[src/rtl/vmx_pkg.sv]
// Shared definitions for the matrix-unit tile scheduler: FSM encoding,
// matrix-unit control bit positions and the idle code of the state flag.
package vmx_pkg;

   typedef enum logic [2:0] {
      ST_IDLE      = 3'd0,
      ST_ISSUE     = 3'd1,
      ST_WAIT_BUSY = 3'd2,
      ST_WAIT_IDLE = 3'd3,
      ST_NEXT      = 3'd4,
      ST_DONE      = 3'd5,
      ST_ABORT     = 3'd6
   } state_t;

   localparam int         MX_CTRL_SRST  = 0;
   localparam int         MX_CTRL_START = 1;
   localparam logic [2:0] MX_FLAG_IDLE  = 3'b000;

   function automatic logic mx_is_idle(input logic [2:0] flag);
      return flag == MX_FLAG_IDLE;
   endfunction

endpackage

[src/rtl/vmx_wdog.sv]
// Loadable down-counter watchdog; expired is high while the count sits at zero.
module vmx_wdog #(
   parameter int CNT_W = 8
) (
   input  logic             clk,
   input  logic             rst_n,
   input  logic             load,
   input  logic             en,
   input  logic [CNT_W-1:0] load_val,
   output logic             expired
);

   logic [CNT_W-1:0] cnt_q;
   logic [CNT_W-1:0] cnt_d;

   always_comb begin
      cnt_d = cnt_q;
      if (load) begin
         cnt_d = load_val;
      end else if (en && (cnt_q != '0)) begin
         cnt_d = cnt_q - CNT_W'(1);
      end
   end

   always_ff @(posedge clk or negedge rst_n) begin
      if (!rst_n) begin
         cnt_q <= '0;
      end else begin
         cnt_q <= cnt_d;
      end
   end

   assign expired = (cnt_q == '0);

endmodule

[src/rtl/vmx_tile_sched.sv]
// Tile scheduler: walks a job of N tiles through the matrix unit, starting
// each tile, waiting for busy then idle, with watchdog timeouts and host abort.
module vmx_tile_sched
   import vmx_pkg::*;
#(
   parameter int ADDR_W  = 8,
   parameter int CNT_W   = 8,
   parameter int BUSY_TO = 16,
   parameter int DONE_TO = 255
) (
   input  logic              clk,
   input  logic              rst_n,
   input  logic              job_valid,
   output logic              job_ready,
   input  logic [ADDR_W-1:0] job_rbase,
   input  logic [ADDR_W-1:0] job_wbase,
   input  logic [ADDR_W-1:0] job_rstride,
   input  logic [ADDR_W-1:0] job_wstride,
   input  logic [CNT_W-1:0]  job_tiles,
   input  logic              abort,
   output logic [ADDR_W-1:0] mx_rbase_addr,
   output logic [ADDR_W-1:0] mx_wbase_addr,
   output logic [31:0]       mx_ctrl,
   input  logic [31:0]       mx_flag,
   output logic              busy,
   output logic              done,
   output logic              err,
   output logic [CNT_W-1:0]  tile_idx
);

   localparam int WD_MAX = (BUSY_TO > DONE_TO) ? BUSY_TO : DONE_TO;
   localparam int WD_W   = $clog2(WD_MAX + 1);
   // Loaded with TO-1 so the state is left after exactly TO cycles in it.
   localparam logic [WD_W-1:0] BUSY_LD = WD_W'(BUSY_TO - 1);
   localparam logic [WD_W-1:0] DONE_LD = WD_W'(DONE_TO - 1);

   state_t            state_q, state_d;
   logic [ADDR_W-1:0] rbase_q, rbase_d;
   logic [ADDR_W-1:0] wbase_q, wbase_d;
   logic [ADDR_W-1:0] rstride_q, rstride_d;
   logic [ADDR_W-1:0] wstride_q, wstride_d;
   logic [CNT_W-1:0]  tiles_q, tiles_d;
   logic [CNT_W-1:0]  tile_idx_q, tile_idx_d;
   logic              err_q, err_d;
   logic              done_q, done_d;
   logic              abrt_cnt_q, abrt_cnt_d;
   logic [CNT_W-1:0]  idx_inc;
   logic              wd_load;
   logic              wd_en;
   logic [WD_W-1:0]   wd_load_val;
   logic              wd_expired;
   logic              flag_idle;
   logic              flag_hi_unused;

   assign flag_idle      = mx_is_idle(mx_flag[2:0]);
   assign flag_hi_unused = ^mx_flag[31:3];

   vmx_wdog #(
      .CNT_W (WD_W)
   ) u_wdog (
      .clk      (clk),
      .rst_n    (rst_n),
      .load     (wd_load),
      .en       (wd_en),
      .load_val (wd_load_val),
      .expired  (wd_expired)
   );

   always_comb begin
      state_d     = state_q;
      rbase_d     = rbase_q;
      wbase_d     = wbase_q;
      rstride_d   = rstride_q;
      wstride_d   = wstride_q;
      tiles_d     = tiles_q;
      tile_idx_d  = tile_idx_q;
      err_d       = err_q;
      done_d      = 1'b0;
      abrt_cnt_d  = abrt_cnt_q;
      wd_load     = 1'b0;
      wd_en       = 1'b0;
      wd_load_val = BUSY_LD;
      idx_inc     = tile_idx_q + CNT_W'(1);

      // Host abort outranks everything, including a timeout in the same cycle.
      if (abort && (state_q != ST_IDLE) && (state_q != ST_ABORT)) begin
         state_d    = ST_ABORT;
         abrt_cnt_d = 1'b0;
      end else begin
         case (state_q)
            ST_IDLE: begin
               if (job_valid) begin
                  rbase_d    = job_rbase;
                  wbase_d    = job_wbase;
                  rstride_d  = job_rstride;
                  wstride_d  = job_wstride;
                  tiles_d    = job_tiles;
                  tile_idx_d = '0;
                  err_d      = 1'b0;
                  state_d    = (job_tiles == '0) ? ST_DONE : ST_ISSUE;
               end
            end
            ST_ISSUE: begin
               wd_load     = 1'b1;
               wd_load_val = BUSY_LD;
               state_d     = ST_WAIT_BUSY;
            end
            ST_WAIT_BUSY: begin
               wd_en = 1'b1;
               if (!flag_idle) begin
                  wd_load     = 1'b1;
                  wd_load_val = DONE_LD;
                  state_d     = ST_WAIT_IDLE;
               end else if (wd_expired) begin
                  err_d   = 1'b1;
                  state_d = ST_ABORT;
               end
            end
            ST_WAIT_IDLE: begin
               wd_en = 1'b1;
               if (flag_idle) begin
                  state_d = ST_NEXT;
               end else if (wd_expired) begin
                  err_d   = 1'b1;
                  state_d = ST_ABORT;
               end
            end
            ST_NEXT: begin
               rbase_d    = rbase_q + rstride_q;
               wbase_d    = wbase_q + wstride_q;
               tile_idx_d = idx_inc;
               state_d    = (idx_inc == tiles_q) ? ST_DONE : ST_ISSUE;
            end
            ST_DONE: begin
               done_d  = 1'b1;
               state_d = ST_IDLE;
            end
            ST_ABORT: begin
               abrt_cnt_d = ~abrt_cnt_q;
               if (abrt_cnt_q) begin
                  state_d = ST_IDLE;
               end
            end
            default: begin
               state_d = ST_IDLE;
            end
         endcase
      end
   end

   always_ff @(posedge clk or negedge rst_n) begin
      if (!rst_n) begin
         state_q    <= ST_IDLE;
         rbase_q    <= '0;
         wbase_q    <= '0;
         rstride_q  <= '0;
         wstride_q  <= '0;
         tiles_q    <= '0;
         tile_idx_q <= '0;
         err_q      <= 1'b0;
         done_q     <= 1'b0;
         abrt_cnt_q <= 1'b0;
      end else begin
         state_q    <= state_d;
         rbase_q    <= rbase_d;
         wbase_q    <= wbase_d;
         rstride_q  <= rstride_d;
         wstride_q  <= wstride_d;
         tiles_q    <= tiles_d;
         tile_idx_q <= tile_idx_d;
         err_q      <= err_d;
         done_q     <= done_d;
         abrt_cnt_q <= abrt_cnt_d;
      end
   end

   always_comb begin
      mx_ctrl                = '0;
      mx_ctrl[MX_CTRL_START] = (state_q == ST_ISSUE);
      mx_ctrl[MX_CTRL_SRST]  = (state_q == ST_ABORT);
   end

   assign job_ready     = (state_q == ST_IDLE);
   assign busy          = (state_q != ST_IDLE);
   assign done          = done_q;
   assign err           = err_q;
   assign tile_idx      = tile_idx_q;
   assign mx_rbase_addr = rbase_q;
   assign mx_wbase_addr = wbase_q;

endmodule
[config.mk]
export PLATFORM = sky130hd
export DESIGN_NAME = vmx_tile_sched
export DESIGN_NICKNAME = d
export VERILOG_FILES = /design/src/rtl/vmx_pkg.sv /design/src/rtl/vmx_wdog.sv /design/src/rtl/vmx_tile_sched.sv
export SDC_FILE = /design/constraint.sdc
export NUM_CORES = 1
export LEC_CHECK = 0
export CORE_ASPECT_RATIO = 1.25
export CORE_UTILIZATION = 48
export DETAILED_ROUTE_END_ITERATION = 6
export DONT_BUFFER_PORTS = 1
export GPL_ROUTABILITY_DRIVEN = 0
export PLACE_DENSITY = 0.71
export SLEW_MARGIN = 10
export SYNTH_ARGS = -nofsm -noshare
export SYNTH_HDL_FRONTEND = slang
export SYNTH_HIERARCHICAL = 1
export SYNTH_SLANG_ARGS = --single-unit
[constraint.sdc]
create_clock -name clk -period 3.2 [get_ports clk]
set_input_delay 0.64 -clock clk [delete_from_list [all_inputs] [get_ports clk]]
set_output_delay 0.64 -clock clk [all_outputs]
set_load 0.02 [all_outputs]
* Yosys cells after proc, flatten, opt, wreduce, memory -nomap -nowiden
Index checks and enable logic that the tools add are counted.
Operators by class: multiplexer cells 34, reductions and logical operators 18, $add $sub $neg 4, equality and inequality tests 13, bitwise gates (word level) 2
Operator list (number):
- 2-to-1 mux 8 bit | 8
- one-hot mux 8 bit (2 select lines) | 3
- 2-to-1 mux 3 bit | 8
- one-hot mux 3 bit (6 select lines) | 1
- adder 8 bit | 2
- zero test 8 bit | 2
- 2-to-1 mux 1 bit | 12
- == test 3 bit, second input constant | 3
- adder 8 x 1 -> 8 bit, second input constant | 1
- == test 8 bit | 1
- nonzero test 8 bit | 1
- subtractor 8 x 1 -> 8 bit, second input constant | 1
- == test 3 x 2 -> 1 bit, second input constant | 2
- zero test 3 bit | 2
- != test 2 bit, second input constant | 3
- AND reduction 3 bit | 2
- nonzero test 2 bit | 3
- nonzero test 3 bit | 2
- AND reduction 5 bit | 1
- == test 3 x 1 -> 1 bit, second input constant | 1
- logical AND 1 bit | 3
- != test 3 x 1 -> 1 bit, second input constant | 1
- != test 3 x 2 -> 1 bit, second input constant | 1
- != test 3 bit, second input constant | 1
- 5 further kinds | 6
Word-level totals: input port bits 76, word-level logic and storage cells 82, register bits after elaboration 62, output and inout port bits 60

* Depth between registers and ports, before layout
depth after elaboration 7, depth in mapped cells 8, depth with buffers taken out 8

* Cells and area by module
The synthesis kept the hierarchy.
By module, submodules not included:
- vmx_tile_sched | sequential area each 1351.3 um2, area an instance 3545.9 um2, cells an instance 384, times used 1
- vmx_wdog | sequential area each 200.2 um2, area an instance 539.3 um2, cells an instance 56, times used 1

* Least setup slack after synthesis
No wires, ideal clock.
path type register -> register, start register state_q[2], end register u_wdog.cnt_q[7], arrival time 2287 ps, buffers on the path 2, setup time 126 ps, setup slack 787 ps, data required time 3074 ps, cell stages (with the launch flop) 9, period minus slack after synthesis 2413 ps, path through dfrtp_1 buf_1 nand2b_1 or2_2 inv_1 or4b_1 buf_2 o311a_1 a221o_1
On the way: cells in the longest elaborated chain, start to end 6, elaborated cells between the ends (all ways) 17, those cells by class eq/ne: 4; mux: 7; reduce/logical: 6
RTL lines:
- from (decl) | RTL line vmx_tile_sched.sv:37 | state_t state_q, state_d;
- from (signal assigned) | RTL line vmx_tile_sched.sv:164 | state_q <= state_d;
- == test 3 x 2 -> 1 bit or nonzero test 3 bit (tied branches) | RTL line vmx_tile_sched.sv:90, vmx_tile_sched.sv:86
- OR reduction 2 bit (no line) or logical AND 1 bit (tied branches)
- 2-to-1 mux 1 bit or logical AND 1 bit (tied branches) | RTL line vmx_tile_sched.sv:90, vmx_tile_sched.sv:86
- 2-to-1 mux 1 bit (*) | RTL line vmx_tile_sched.sv:86 | if (abort && (state_q != ST_IDLE) && (state_q != ST_ABORT)) begin
- named net wd_en | RTL line vmx_tile_sched.sv:49 | logic wd_en;
- logical AND 1 bit (*) | RTL line vmx_wdog.sv:20 | end else if (en && (cnt_q != '0)) begin
- nonzero test 2 bit (no line) (*)
- to (signal assigned) | RTL line vmx_wdog.sv:29 | cnt_q <= cnt_d;
- to (decl) | RTL line vmx_wdog.sv:13 | logic [CNT_W-1:0] cnt_q;
Mark *: on every way through the listed nets, which the timed path passes. The rest lies on a longest branch. A chain may end at the register's enable or synchronous reset.

* Worst setup path after layout
start register state_q[2], end register u_wdog.cnt_q[5]
Same word-level chain as after synthesis.

==> summary.md <==
| Metric | Value |
|---|---|
| Layout Skew | `6.19 ps` |
| CP Max Fanout | `15` |
| Fmax | `~390 MHz` |
| WL/cell | `between 15 and 20 um` |
| Flops & latches, synth | `62` |
| Sequential area share after synthesis | `approximately 38%` |
| EDFF count, synth | `0` |
| Final hold vios | `0` |
| Top Family by Delay on Critical Path | `simple AND/OR/NAND/NOR gates` |
| Synth Cell Area | `between 4000 and 5000 um2` |
| Sink Count | `slightly above 60` |
| Initial Utilization | `about half` |
| Setup TNS Final | `0 ps` |
| Slew Limit Headroom | `roughly 35%` |
| Mapped Cells | `440` |
| CTS root buf | `clkbuf_8` |
| Initial antenna violation count | `0` |
| Post-CTS Setup Inserts | `0` |
| Routed Antenna Nets | `0` |
| Post-CTS sizing | `0` |
| Total number of yosys warnings | `6` |
| DR pass1 iterations | `7` |
| Die height | `roughly 110 um` |
| Total CTS buffers | `9` |
| Final instance area | `approximately 4300 um2` |
| Initial DRC count | `between 150 and 200` |
| CTS tree | `built` |
| Wire length of the first global-routing pass | `~15000 um` |
| Setup ws final | `636 ps` |
| Placed Area | `slightly above 4000 um2` |
| Count leader, synth | `dfrtp_1` |
| Total wire length | `just under 9000 um` |
| Layout area overhead | `4.59%` |
| DRC viols | `5` |
| NumNets Final | `533` |
| Final Cycle Share | `about four fifths` |
| Worst Max-Slew Pin Slew | `968 ps` |
| Synth top area share | `a little under two fifths` |
| Top post-synthesis cells by count | `dfrtp_1, nand2_1, o21ai_0` |
| Critical path buffer and inverter count | `1` |
| Main area contributors after synthesis | `dfrtp_1, buf_4, mux2_2` |
| Setup CP Type | `register to register` |
| Top Ports | `roughly 140` |
| Largest net degree at the start of global routing | `63` |
| Diode count | `0` |
| Worst Setup End Kind | `register` |
| Congestion Overflow GR | `0` |
| Vias in the first global route | `3124` |
| Unique cell type count in the Yosys netlist | `65` |
| # setup viols final | `0` |
| Core area | `8240 um2` |
| CTS max path bufs | `2` |
| Clk_lat worst skew | `340 ps` |
| Status | `complete, but fails checks` |
| RSZ-0062 raised after global routing | `false` |
| Port Buffers | `0` |
| Clock Pin Slew Worst Setup and Hold Paths | `approximately 80 ps` |
| Syn Area/Cell | `around 9.3 um2` |
| Leakage | `approximately 0.0019 uW` |
| Power Density | `approximately 1000 nW/um2` |
| Die area | `roughly 9000 um2` |
| Synth Flop Type | `dfrtp_1` |
| FILL cells | `around 750` |
| Async SR Flop Fraction | `100%` |
| Hold/Removal Path Class | `primary input to async pin` |
| Tmin final | `between 2000 and 3000 ps` |
| Worst EP required | `about 3400 ps` |
| Failing checks | `design-rule violations` |
| Vias/cell | `5.85` |
| Placement Rows | `37` |
| Slew Limit Fails | `0` |
| Cell taking the most area after synthesis | `dfrtp_1` |
| Slowest cell on the critical path | `or4b_1` |
| Max incr delay on CP | `580 ps` |
| Worst-path cell chain | `nand2b_1 -> or2_2 -> inv_1 -> or4b_1 -> o311a_1 -> a221o_1` |
| VDD IR-drop max | `between 0.0005 and 0.0006 V` |
| Max capacitance violation total | `0` |
| CP arrival | `2780 ps` |
| Die Wd | `approximately 85 um` |
| DR vias | `3157` |
| Post-DP HPWL | `6120 um` |
| # H-tree levels | `3` |
| GR Util All Layers | `20.7%` |
| Setup crit start kind | `register` |
| Share of cells above drive strength 1 | `12.6%` |
| Pre-CTS setup slack | `roughly 650 ps` |
-- per-stage QoR --
step	hold WS, ps	power [uW]	std cells	utilization, %
finish	159	4350	540	51.9
global route	172	4720	540	51.9
CTS	168	4370	540	51.9
detailed placement	348	3560	523	48.8
global placement	348	3460	523	48.8
floorplan	344	3200	471	-
-- flip-flops by register name (all words and copies together), names as in the netlist --
signal         flops
mx_wbase_addr      8
mx_rbase_addr      8
err                1
rstride_q          8
tile_idx           8
state_q            3
u_wdog/cnt_q       8
abrt_cnt_q         1
done               1
tiles_q            8
wstride_q          8
-- path summary, 6_finish.rpt --
check / from / to / slack (ps) / depth (start not counted)
worst min register to register: wstride_q[0] / wstride_q[0] / 500 / 1
min in group clk: job_valid / tiles_q[5] / 380 / 1
max in group asynchronous: rst_n / wstride_q[7] / 2780 / 1
worst min-delay path: rst_n / tile_idx[2] / 160 / 1
worst max-delay path: state_q[2] / u_wdog/cnt_q[5] / 640 / 6
worst max register to register: state_q[2] / u_wdog/cnt_q[5] / 640 / 6
-- layer usage --
metal | routed length (um) | share of wire, % | vias to the layer above | track usage (%)
li1 | - | - | 1526 | -
met4 | 89 | 1.0 | 0 | 7.02
met1 | 3570 | 41 | 1531 | 24.5
met2 | 4510 | 52 | 89 | 35.7
met3 | 502 | 5.8 | 11 | 6.24
met5 | 0 | 0 | - | 0
-- power breakdown --
group | internal, uW | leakage (uW) | switching [uW]
registers | 1120 | 0.000769 | 496
clock network | 441 | 0.000106 | 339
logic | 870 | 0.000995 | 1080
-- final cells by class --
cell class / instances / area (um2) / area share, %
Clock buffer: 9 / 124 / 2.90
Clock inverter: 7 / 97.6 / 2.28
Inverter: 13 / 48.8 / 1.14
Multi-Input combinational cell: 345 / 2260 / 52.8
Sequential cell: 62 / 1550 / 36.3
Tap cell: 97 / 121 / 2.84
Timing Repair Buffer: 7 / 72.6 / 1.70
-- layout by cell type, fill, tap and decap left out, drive strengths merged, types with 9 or more instances in the layout --
cell and count:
nor3 24, inv 14, nor2 27, dfrtp 62, ha 17, a21oi 21
nand2 38, a211oi 9, conb 33, o21ai 39, mux2 21, clkbuf 9
-- timing repair --
| item | 4_1_cts | 5_1_grt |
|---|---|---|
| hold buffers | 1 | 0 |
| hold endpoints to repair | 62 | 0 |
| endpoints found under the setup margin | 0 | 0 |
-- cell families (layout without fill, tap and decap cells) --
| kind of cell | after synthesis | after routing | share of synthesized area, % |
|---|---|---|---|
| simple gates | 139 | 139 | 17.8 |
| compound gates | 117 | 117 | 18.9 |
| buf+inv | 64 | 36 | 9.62 |
| flops | 62 | 62 | 38.0 |
| mux | 26 | 26 | 7.01 |
| fa+ha+maj | 19 | 19 | 6.19 |
| xor+xnor | 11 | 11 | 2.36 |
| other cells | 2 | 33 | 0.184 |
(Power assumes the default switching activity.)
